$ cat config.mk
export PLATFORM = sky130hd
export DESIGN_NAME = mem_port_arbiter
export DESIGN_NICKNAME = d
export VERILOG_FILES = /design/src/rtl/mem_port_arbiter.sv
export SDC_FILE = /design/constraint.sdc
export NUM_CORES = 1
export LEC_CHECK = 0
export ABC_AREA = 1
export ABC_CLOCK_PERIOD_IN_PS = 3700
export CAP_MARGIN = 20
export CORE_ASPECT_RATIO = 0.7
export CORE_MARGIN = 5
export CORE_UTILIZATION = 46
export CTS_BUF_LIST = sky130_fd_sc_hd__clkbuf_8
export CTS_CLUSTER_SIZE = 16
export DETAILED_ROUTE_END_ITERATION = 7
export GPL_TIMING_DRIVEN = 0
export PLACE_DENSITY_LB_ADDON = 0.3
export SETUP_SLACK_MARGIN = 0.1
export SYNTH_ARGS = -nofsm -noshare
export SYNTH_HDL_FRONTEND = slang
export SYNTH_SLANG_ARGS = --single-unit
$ cat constraint.sdc
create_clock -name clk -period 3.7 [get_ports clk]
set_input_delay 1.11 -clock clk [delete_from_list [all_inputs] [get_ports clk]]
set_output_delay 1.11 -clock clk [all_outputs]
set_load 0.02 [all_outputs]
$ cat src/rtl/mem_port_arbiter.sv
// Arbitrates the single external memory port between instruction fetch and data access.
// Data has priority; a starvation counter forces a fetch grant after STARVE_MAX data grants.
module mem_port_arbiter #(
    parameter int unsigned STARVE_MAX = 4,
    parameter int unsigned ADDR_W     = 32,
    parameter int unsigned DATA_W     = 32
) (
    input  logic              clk,
    input  logic              rst,
    input  logic              i_req,
    input  logic [ADDR_W-1:0] i_addr,
    output logic [DATA_W-1:0] i_rdata,
    output logic              i_stall,
    input  logic              d_read,
    input  logic              d_write,
    input  logic [ADDR_W-1:0] d_addr,
    input  logic [DATA_W-1:0] d_wdata,
    output logic [DATA_W-1:0] d_rdata,
    output logic              d_stall,
    output logic              mem_req,
    output logic              mem_we,
    output logic [ADDR_W-1:0] mem_addr,
    output logic [DATA_W-1:0] mem_wdata,
    input  logic [DATA_W-1:0] mem_rdata,
    input  logic              mem_ack
);

    localparam int unsigned CNT_W = $clog2(STARVE_MAX + 1);

    localparam logic [1:0] ST_IDLE   = 2'd0;
    localparam logic [1:0] ST_BUSY_I = 2'd1;
    localparam logic [1:0] ST_BUSY_D = 2'd2;

    logic [1:0]        state_q,      state_d;
    logic [CNT_W-1:0]  starve_cnt_q, starve_cnt_d;
    logic              mem_req_q,    mem_req_d;
    logic              mem_we_q,     mem_we_d;
    logic [ADDR_W-1:0] mem_addr_q,   mem_addr_d;
    logic [DATA_W-1:0] mem_wdata_q,  mem_wdata_d;
    logic [DATA_W-1:0] i_rdata_q,    i_rdata_d;
    logic [DATA_W-1:0] d_rdata_q,    d_rdata_d;

    logic d_pend;
    logic ack_i;
    logic ack_d;
    logic starve_ok;

    assign d_pend    = d_read | d_write;
    assign ack_i     = (state_q == ST_BUSY_I) & mem_ack;
    assign ack_d     = (state_q == ST_BUSY_D) & mem_ack;
    assign starve_ok = starve_cnt_q < CNT_W'(STARVE_MAX);

    // Arbitration, transaction launch and completion
    always_comb begin
        state_d      = state_q;
        starve_cnt_d = starve_cnt_q;
        mem_req_d    = mem_req_q;
        mem_we_d     = mem_we_q;
        mem_addr_d   = mem_addr_q;
        mem_wdata_d  = mem_wdata_q;
        i_rdata_d    = i_rdata_q;
        d_rdata_d    = d_rdata_q;

        case (state_q)
            ST_IDLE: begin
                if (!i_req) begin
                    starve_cnt_d = '0;
                end
                if (d_pend && (!i_req || starve_ok)) begin
                    state_d     = ST_BUSY_D;
                    mem_req_d   = 1'b1;
                    mem_we_d    = d_write;
                    mem_addr_d  = d_addr;
                    mem_wdata_d = d_wdata;
                    if (i_req && starve_ok) begin
                        starve_cnt_d = starve_cnt_q + CNT_W'(1);
                    end
                end else if (i_req) begin
                    state_d      = ST_BUSY_I;
                    mem_req_d    = 1'b1;
                    mem_we_d     = 1'b0;
                    mem_addr_d   = i_addr;
                    mem_wdata_d  = d_wdata;
                    starve_cnt_d = '0;
                end
            end
            ST_BUSY_I: begin
                if (mem_ack) begin
                    i_rdata_d = mem_rdata;
                    state_d   = ST_IDLE;
                    mem_req_d = 1'b0;
                    mem_we_d  = 1'b0;
                end
            end
            ST_BUSY_D: begin
                if (mem_ack) begin
                    d_rdata_d = mem_rdata;
                    state_d   = ST_IDLE;
                    mem_req_d = 1'b0;
                    mem_we_d  = 1'b0;
                end
            end
            default: begin
                state_d   = ST_IDLE;
                mem_req_d = 1'b0;
                mem_we_d  = 1'b0;
            end
        endcase
    end

    always_ff @(posedge clk) begin
        if (rst) begin
            state_q      <= ST_IDLE;
            starve_cnt_q <= '0;
            mem_req_q    <= 1'b0;
            mem_we_q     <= 1'b0;
            mem_addr_q   <= '0;
            mem_wdata_q  <= '0;
            i_rdata_q    <= '0;
            d_rdata_q    <= '0;
        end else begin
            state_q      <= state_d;
            starve_cnt_q <= starve_cnt_d;
            mem_req_q    <= mem_req_d;
            mem_we_q     <= mem_we_d;
            mem_addr_q   <= mem_addr_d;
            mem_wdata_q  <= mem_wdata_d;
            i_rdata_q    <= i_rdata_d;
            d_rdata_q    <= d_rdata_d;
        end
    end

    // Stall drops and read data is forwarded in the ack cycle itself
    assign i_stall   = i_req  & ~ack_i;
    assign d_stall   = d_pend & ~ack_d;
    assign i_rdata   = ack_i ? mem_rdata : i_rdata_q;
    assign d_rdata   = ack_d ? mem_rdata : d_rdata_q;

    assign mem_req   = mem_req_q;
    assign mem_we    = mem_we_q;
    assign mem_addr  = mem_addr_q;
    assign mem_wdata = mem_wdata_q;

endmodule

# Word level (Yosys, flattened, before mapping)

Index checks and enable logic that the tools add are counted.

Register bits after elaboration: 135
Bits in latches: 0
Memory bits (writable): 0
Bits in read-only memories: 0
Output and inout bits: 132
Memories kept: 0

$add $sub $neg: 1
$mul: 0
Divide/modulo/power cells: 0
$lt $le $gt $ge: 1
Eq/ne operators: 4
Shift operators: 0
Multiplexer cells: 21
Bitwise logic cells: 7
Reduce and logical (&&, ||, !) cells: 11

Operator list:

| kind                | count |
|---|---|
| $mux 32             | 6 |
| $mux 3              | 4 |
| $reduce_and 2->1    | 4 |
| $mux 2              | 3 |
| $mux 1              | 5 |
| $and 1x1->1         | 4 |
| $pmux 1 s2          | 2 |
| $pmux 2 s2          | 1 |
| $add 3x1->3 const B | 1 |
| $lt 3x3->1 const B  | 1 |
| $ne 3x3->1 const B  | 1 |
| $eq 2x1->1 const B  | 1 |
| $eq 2x2->1 const B  | 1 |
| $logic_and 1x1->1   | 2 |
| $logic_not 2->1     | 1 |
| $ne 2x1->1 const B  | 1 |
| $not 1->1           | 2 |
| $reduce_bool 2->1   | 1 |
| $reduce_or 2->1     | 1 |
| $logic_not 1->1     | 1 |
| $logic_or 1x1->1    | 1 |
| $or 1x1->1          | 1 |

# Longest topological paths before layout

Gate-level depths: netlist of the first run.

Depth in word-level cells: 5
Gate-level depth with buffers: 9
Gate-level depth less buffers: 7

# Worst setup path before layout of the first run

Ideal clock, no wire load.

Kind: input port to output port
Start: input mem_ack
End: output d_rdata[0]
Data arrival time: 1.962 ns
Required time: 2.590 ns
Setup slack: 0.628 ns
Stages: 6
Path buffers: 1
Path through: nand2_1 > inv_1 > clkbuf_1 > or2_2 > o21ai_0 > inv_1

Cells in the longest elaborated chain, start to end: 2

RTL lines:

| what            | line | source |
|---|---|---|
| start, declared | 25   | `input logic mem_ack` |
| $and 1x1->1     | 50   | `assign ack_d = (state_q == ST_BUSY_D) & mem_ack;` |
| $mux 32         | 137  | `assign d_rdata = ack_d ? mem_rdata : d_rdata_q;` |
| end, declared   | 18   | `output logic [DATA_W-1:0] d_rdata,` |

Every way passes these cells.

# Final worst setup path of the first run

Start: input mem_ack
End: output d_rdata[18]

Same word-level chain as after synthesis.

==> flow_summary.yaml, run 1 <==
status:
  outcome: "finished clean"
sta:
  clock.fmax_mhz: 277
  rsz0062_at_grt: "true"
  timing.final.ws_setup_ns: 0.0909
  worstMarginPinSlew_ns: 0.597
  finalSetupViolCount: 0
  finalCriticalPeriod_ns: 3.61
  period_share_pct: 97.5
  holdWs_ns: 0.473
  max_slew_margin_pct: 60.2
  finalMaxSlewViolations: 0
  fin_worst_skew_ns: 0.00794
  hold_viol_final: 0
setup_path:
  path_delay_family: "buffers and inverters"
  crit_cells: 8
  path_cells: "dlygate4sd2_1, nand2_2, inv_2, clkbuf_8, or2_2, o21ai_0, inv_1, clkdlybuf4s15_1"
  r2r_cells: 9
  critPathSlowestCell: "clkdlybuf4s15_1"
  cp-start-kind: "input port"
  path_buf_inv: 5
  cp.required_ns: 2.59
  end_kind: "output pin"
  r2r_start: "state_q[0]"
  r2r_setup_slack_ns: 1.93
  rr_endpoint: "mem_addr[22]"
  worstSetupPathType: "in2out"
  cp_max_fo: 10
  critPathArrivalTime_ns: 2.50
  slowest_delay_ns: 0.30
synth:
  yosys_warnings: 0
  syn-num-nets: 952
  syn_inst: 814
  netlist_area_um2: 5670
  ys_seq_area_share_pct: 47.6
  avgSynthCellArea_um2: 6.97
  ys_ff_latch: 135
  yosysUniqueCellTypes: 19
floorplan:
  initial_core_util_pct: 47.7
  fp.dieH_um: 103
  num_rows: 33
  die-area_um2: 14700
  die_w_um: 143
  core_um2: 11900
  ios: 266
clock_tree:
  clkTransAtPathRegs_ns: 0.07
  clockBufferDepth: 2
  cts_root_buf: "clkbuf_8"
  cts_buffers: 17
  clk_latency_ns: 0.43
  tritoncts: "done"
  cts_sinks: 135
  htreeDepth: 4
  cts_hold_buf: 0
route:
  wl_um: 18600
  drc: 0
  first_pass_iters: 5
  wl_met3_um: 1680
  vias_per_cell: 4.72
  drtIter0Drc: 311
  vias: 5997
  drtAntennaViolNets: 0
  wl_per_cell_um: 14.6
  top_layer: "met4"
  route.met2.wl_um: 8900
  wl_met1_um: 7700
worst_hold_path:
  min_path_cells: 2
  hold_path_class: "reg2reg"
  min_to: "mem_req"
  min_from: "mem_req"
cells_and_area:
  areaGrowthSynthToFinish_pct: 55.4
  final_cell_mix: "nor2_1 (230), clkdlybuf4s50_1 (197), dfxtp_1 (135)"
  final_layout_size_suffix_gt1_share_pct: 18.4
  fin_nets: 1239
  utilization_pct: 74.2
  post-route-cell-area_um2: 8820
  final_common_cell: "nor2_1"
placed_design:
  dp_hpwl_um: 13900
  dpl_cell_area_um2: 8510
  portBuffers: 264
  globalplace.congestion: 0.820
  pre_cts_ws_ns: -0.760
power:
  power_leakage_uw: 0.00466
  vdd_drop_max_uv: 339
  power.total_uw: 4290
  p_per_area_nw_per_um2: 487
grt:
  grt_pass1_wl_um: 29000
  antenna_found_initial: 1
  grt_pass1_vias: 5976
  grt_start_max_net_pins: 17
  track_usage_pct: 24.9
  grt_overflow: 0
flow_run:
  cap_viol_max_count: 0
flip-flops by register name, summed over array words and instances (netlist names):
register / flops
d_rdata_q: 32
i_rdata_q: 32
mem_addr: 32
mem_wdata: 32
starve_cnt_q: 3
state_q: 2
mem_req: 1
mem_we: 1
area by class of cell:
cell class / count / area, µm²
diodes: 1 / 2.50
plain buffers: 46 / 245
clock buffers: 18 / 248
clock inverters: 12 / 201
fillers: 955 / 3070
inverters: 110 / 413
multi-input cells: 523 / 2410
flip-flops and latches: 135 / 2700
well taps: 157 / 196
repair buffers: 268 / 2400
repair_timing:
| item | CTS | global route |
|---|---|---|
| endpoints found under the setup margin | 66 | 60 |
| pin swaps | 2 | 1 |
| cloned | 0 | 0 |
| setup buffers | 3 | 1 |
| endpoints found under the hold margin | 0 | 0 |
| resized for setup | 231 | 71 |
Yosys cell counts:
cell type,instances,area share (%)
nor2_1,230,15
a21oi_1,6,0.53
inv_1,108,7.1
buf_6,2,0.40
o21ai_1,2,0.18
ha_1,4,0.88
nand2_1,84,5.6
clkbuf_1,29,1.9
buf_4,2,0.26
nor3_1,1,0.088
or2_2,64,7.1
a21oi_4,1,0.29
nor2_2,1,0.11
buf_2,12,1.1
nand3_1,3,0.26
o21ai_0,127,11
inv_2,2,0.13
dfxtp_1,135,48
buf_1,1,0.066
logic make-up after synthesis:
group | after synthesis | synth area share [%]
AO/OA/AOI/OAI | 136 | 12.2
adder cells (fa/ha/maj) | 4 | 0.882
buffers and inverters | 156 | 11.0
flip-flops | 135 | 47.6
AND/OR/NAND/NOR | 383 | 28.3
layer usage:
| layer | vias to the layer above | GRT usage, % |
|---|---|---|
| met5 | - | 0 |
| met4 | 0 | 7.74 |
| met3 | 22 | 7.70 |
| met2 | 190 | 43.0 |
| met1 | 2750 | 30.1 |
| li1 | 3035 | - |
worst max path at each step:
| stage | startpoint | to | slack (ns) |
|---|---|---|---|
| 4_1_cts | mem_ack | d_rdata[24] | 0.09 |
| 6_report | mem_ack | d_rdata[18] | 0.09 |
| 3_5_place_dp | mem_ack | d_rdata[6] | -0.76 |
| 3_3_place_gp | mem_ack | i_rdata[24] | -0.71 |
| 2_1_floorplan | mem_ack | d_rdata[0] | 0.63 |
| 5_1_grt | mem_ack | d_rdata[18] | 0.02 |
stage by stage:
stage,cells,TNS (ns)
final,1270,0
after global placement,1235,-42.06
after floorplan,814,0
after detailed placement,1235,-42.96
after global routing,1270,0
after CTS,1268,0
worst min-delay path, stage by stage (launching register included):
cell and delay (ns):
dfxtp_1 0.32, nand2_1 0.06, a21oi_1 0.05
power breakdown:
group | switching, µW | total (µW) | internal [µW]
clock network | 563 | 1380 | 814
registers | 57.5 | 1660 | 1600
logic | 701 | 1250 | 553
Note: power is estimated with default switching activity, not from simulation.
==> run 2, diff against run 1 <==
--- a/config.mk
+++ b/config.mk
@@ -6,11 +6,11 @@
 export NUM_CORES = 1
 export LEC_CHECK = 0
 export ABC_AREA = 1
-export ABC_CLOCK_PERIOD_IN_PS = 3700
+export ABC_CLOCK_PERIOD_IN_PS = 4100
 export CAP_MARGIN = 20
 export CORE_ASPECT_RATIO = 0.7
 export CORE_MARGIN = 5
-export CORE_UTILIZATION = 46
+export CORE_UTILIZATION = 43
 export CTS_BUF_LIST = sky130_fd_sc_hd__clkbuf_8
 export CTS_CLUSTER_SIZE = 16
 export DETAILED_ROUTE_END_ITERATION = 7
==> constraint.sdc (replaced) <==
create_clock -name clk -period 4.1 [get_ports clk]
set_input_delay 1.23 -clock clk [delete_from_list [all_inputs] [get_ports clk]]
set_output_delay 1.23 -clock clk [all_outputs]
set_load 0.02 [all_outputs]
==> run 2 against run 1 <==
Compared with the run above: via count down 1.7%; hold slack worse by 0.0029 ns; total power down 12%; clock skew up 0.0027 ns; non-clock buffer count up 1; critical path depth unchanged; count of clock-buffer cells in the layout unchanged; first-iteration DRC count down 9.3%; core utilization down 5.5 points; die area up 6.4%; combinational power down 9.6%; final cell count up 0.87%; largest power group unchanged.
==> flow_summary.yaml, run 2 (synthesized netlist as in run 1, its figures left out) <==
route:
  wl_um: 17800
  drtIter0Drc: 282
  first_pass_iters: 5
  wl_per_cell_um: 13.9
  vias: 5893
  drc: 0
  vias_per_cell: 4.60
  drtAntennaViolNets: 0
clock_tree:
  clkTransAtPathRegs_ns: 0.07
  cts_hold_buf: 0
  cts_buffers: 17
  clk_latency_ns: 0.43
  tritoncts: "done"
  clockBufferDepth: 2
  cts_root_buf: "clkbuf_8"
  htreeDepth: 4
  cts_sinks: 135
sta:
  rsz0062_at_grt: "true"
  fin_worst_skew_ns: 0.0106
  hold_viol_final: 0
  worstMarginPinSlew_ns: 0.568
  period_share_pct: 95.6
  finalMaxSlewViolations: 0
  finalCriticalPeriod_ns: 3.92
  clock.fmax_mhz: 255
  tns_ns: 0
  timing.final.ws_setup_ns: 0.181
  finalSetupViolCount: 0
  max_slew_margin_pct: 62.1
cells_and_area:
  diodes: 0
  final_layout_size_suffix_gt1_share_pct: 12.2
  final_common_cell: "nor2_1"
  areaGrowthSynthToFinish_pct: 57.8
  fin_nets: 1240
  post-route-cell-area_um2: 8950
  final_cell_mix: "nor2_1 (230), clkdlybuf4s50_1 (200), dfxtp_1 (135)"
  fin_cells: 1281
grt:
  grt_pass1_vias: 5565
  grt_pass1_wl_um: 28200
  track_usage_pct: 22.4
  antenna_found_initial: 0
  grt_start_max_net_pins: 17
  grt_overflow: 0
worst_hold_path:
  hold_path_class: "reg2reg"
  min_path_cells: 2
  min_to: "mem_req"
  min_from: "mem_req"
floorplan:
  core_um2: 13100
  fp.dieH_um: 106
  die_w_um: 147
  die-area_um2: 15600
  initial_core_util_pct: 43.5
  ios: 266
  num_rows: 35
flow_run:
  cap_viol_max_count: 0
power:
  vdd_drop_max_uv: 243
  power_leakage_uw: 0.00477
  p_per_area_nw_per_um2: 423
setup_path:
  cp.required_ns: 2.87
  r2r_cells: 8
  end_kind: "output pin"
  rr_endpoint: "mem_wdata[31]"
  r2r_setup_slack_ns: 2.38
  worstSetupPathType: "in2out"
  critPathArrivalTime_ns: 2.69
  cp-start-kind: "input port"
  r2r_start: "state_q[0]"
  cp_max_fo: 10
placed_design:
  portBuffers: 264
  dp_hpwl_um: 13600
  dp.cells: 1244
  dpl_cell_area_um2: 8520
  pre_cts_ws_ns: -0.643
  globalplace.congestion: 0.802
status:
  outcome: "finished clean"
run 2: per-stage QoR:
stage / util (%) / total power (µW) / hold WS [ns]
after floorplan: - / 2120 / 0.449
after global placement: 65.3 / 2670 / 0.457
after detailed placement: 65.3 / 2690 / 0.457
after CTS: 68.3 / 3810 / 0.473
after global routing: 68.6 / 3990 / 0.487
final: 68.6 / 3780 / 0.470
run 2: report_power, final:
group          internal, µW  switching (µW)  total, µW  leakage [µW]
Sequential             1450            51.5       1500       0.00111
Combinational           512             614       1130       0.00345
Clock                   623             538       1160      0.000207
run 2: repair_timing:
item / in CTS / in global routing
pin swaps: 1 / 1
endpoints found under the setup margin: 66 / 48
gates cloned: 0 / 0
setup buffers: 2 / 3
resized for setup: 84 / 26
run 2: how the worst max path moves through the flow:
stage / start / to / slack, ns
finish: mem_ack / i_rdata[23] / 0.18
floorplan: mem_ack / d_rdata[0] / 0.79
global placement: mem_ack / d_rdata[0] / -0.62
CTS: mem_ack / i_rdata[23] / 0.12
global route: mem_ack / i_rdata[26] / 0.08
detailed placement: mem_ack / d_rdata[27] / -0.64
run 2: metal layers:
metal / part of all wire [%] / vias up / GRT usage [%]
met5: 0 / - / 0
met4: 2.4 / 0 / 8.38
met3: 8.0 / 31 / 7.29
met2: 45 / 193 / 35.5
met1: 45 / 2635 / 28.6
li1: - / 3034 / -
run 2: area by class of cell:
cell class | count | area (µm²)
fill | 1178 | 4100
sequential | 135 | 2700
timing repair buffer | 269 | 2620
multi-input combinational | 523 | 2350
inverter | 110 | 413
clock buffer | 18 | 248
buffer | 46 | 235
tap | 166 | 208
clock inverter | 14 | 174
run 2: worst max-delay path: stages:
cell and delay [ns]:
dlygate4sd2_1 0.27, nand2_2 0.12, inv_2 0.07, buf_2 0.17, or2_2 0.28, o21ai_1 0.15
inv_1 0.07, dlygate4sd2_1 0.32
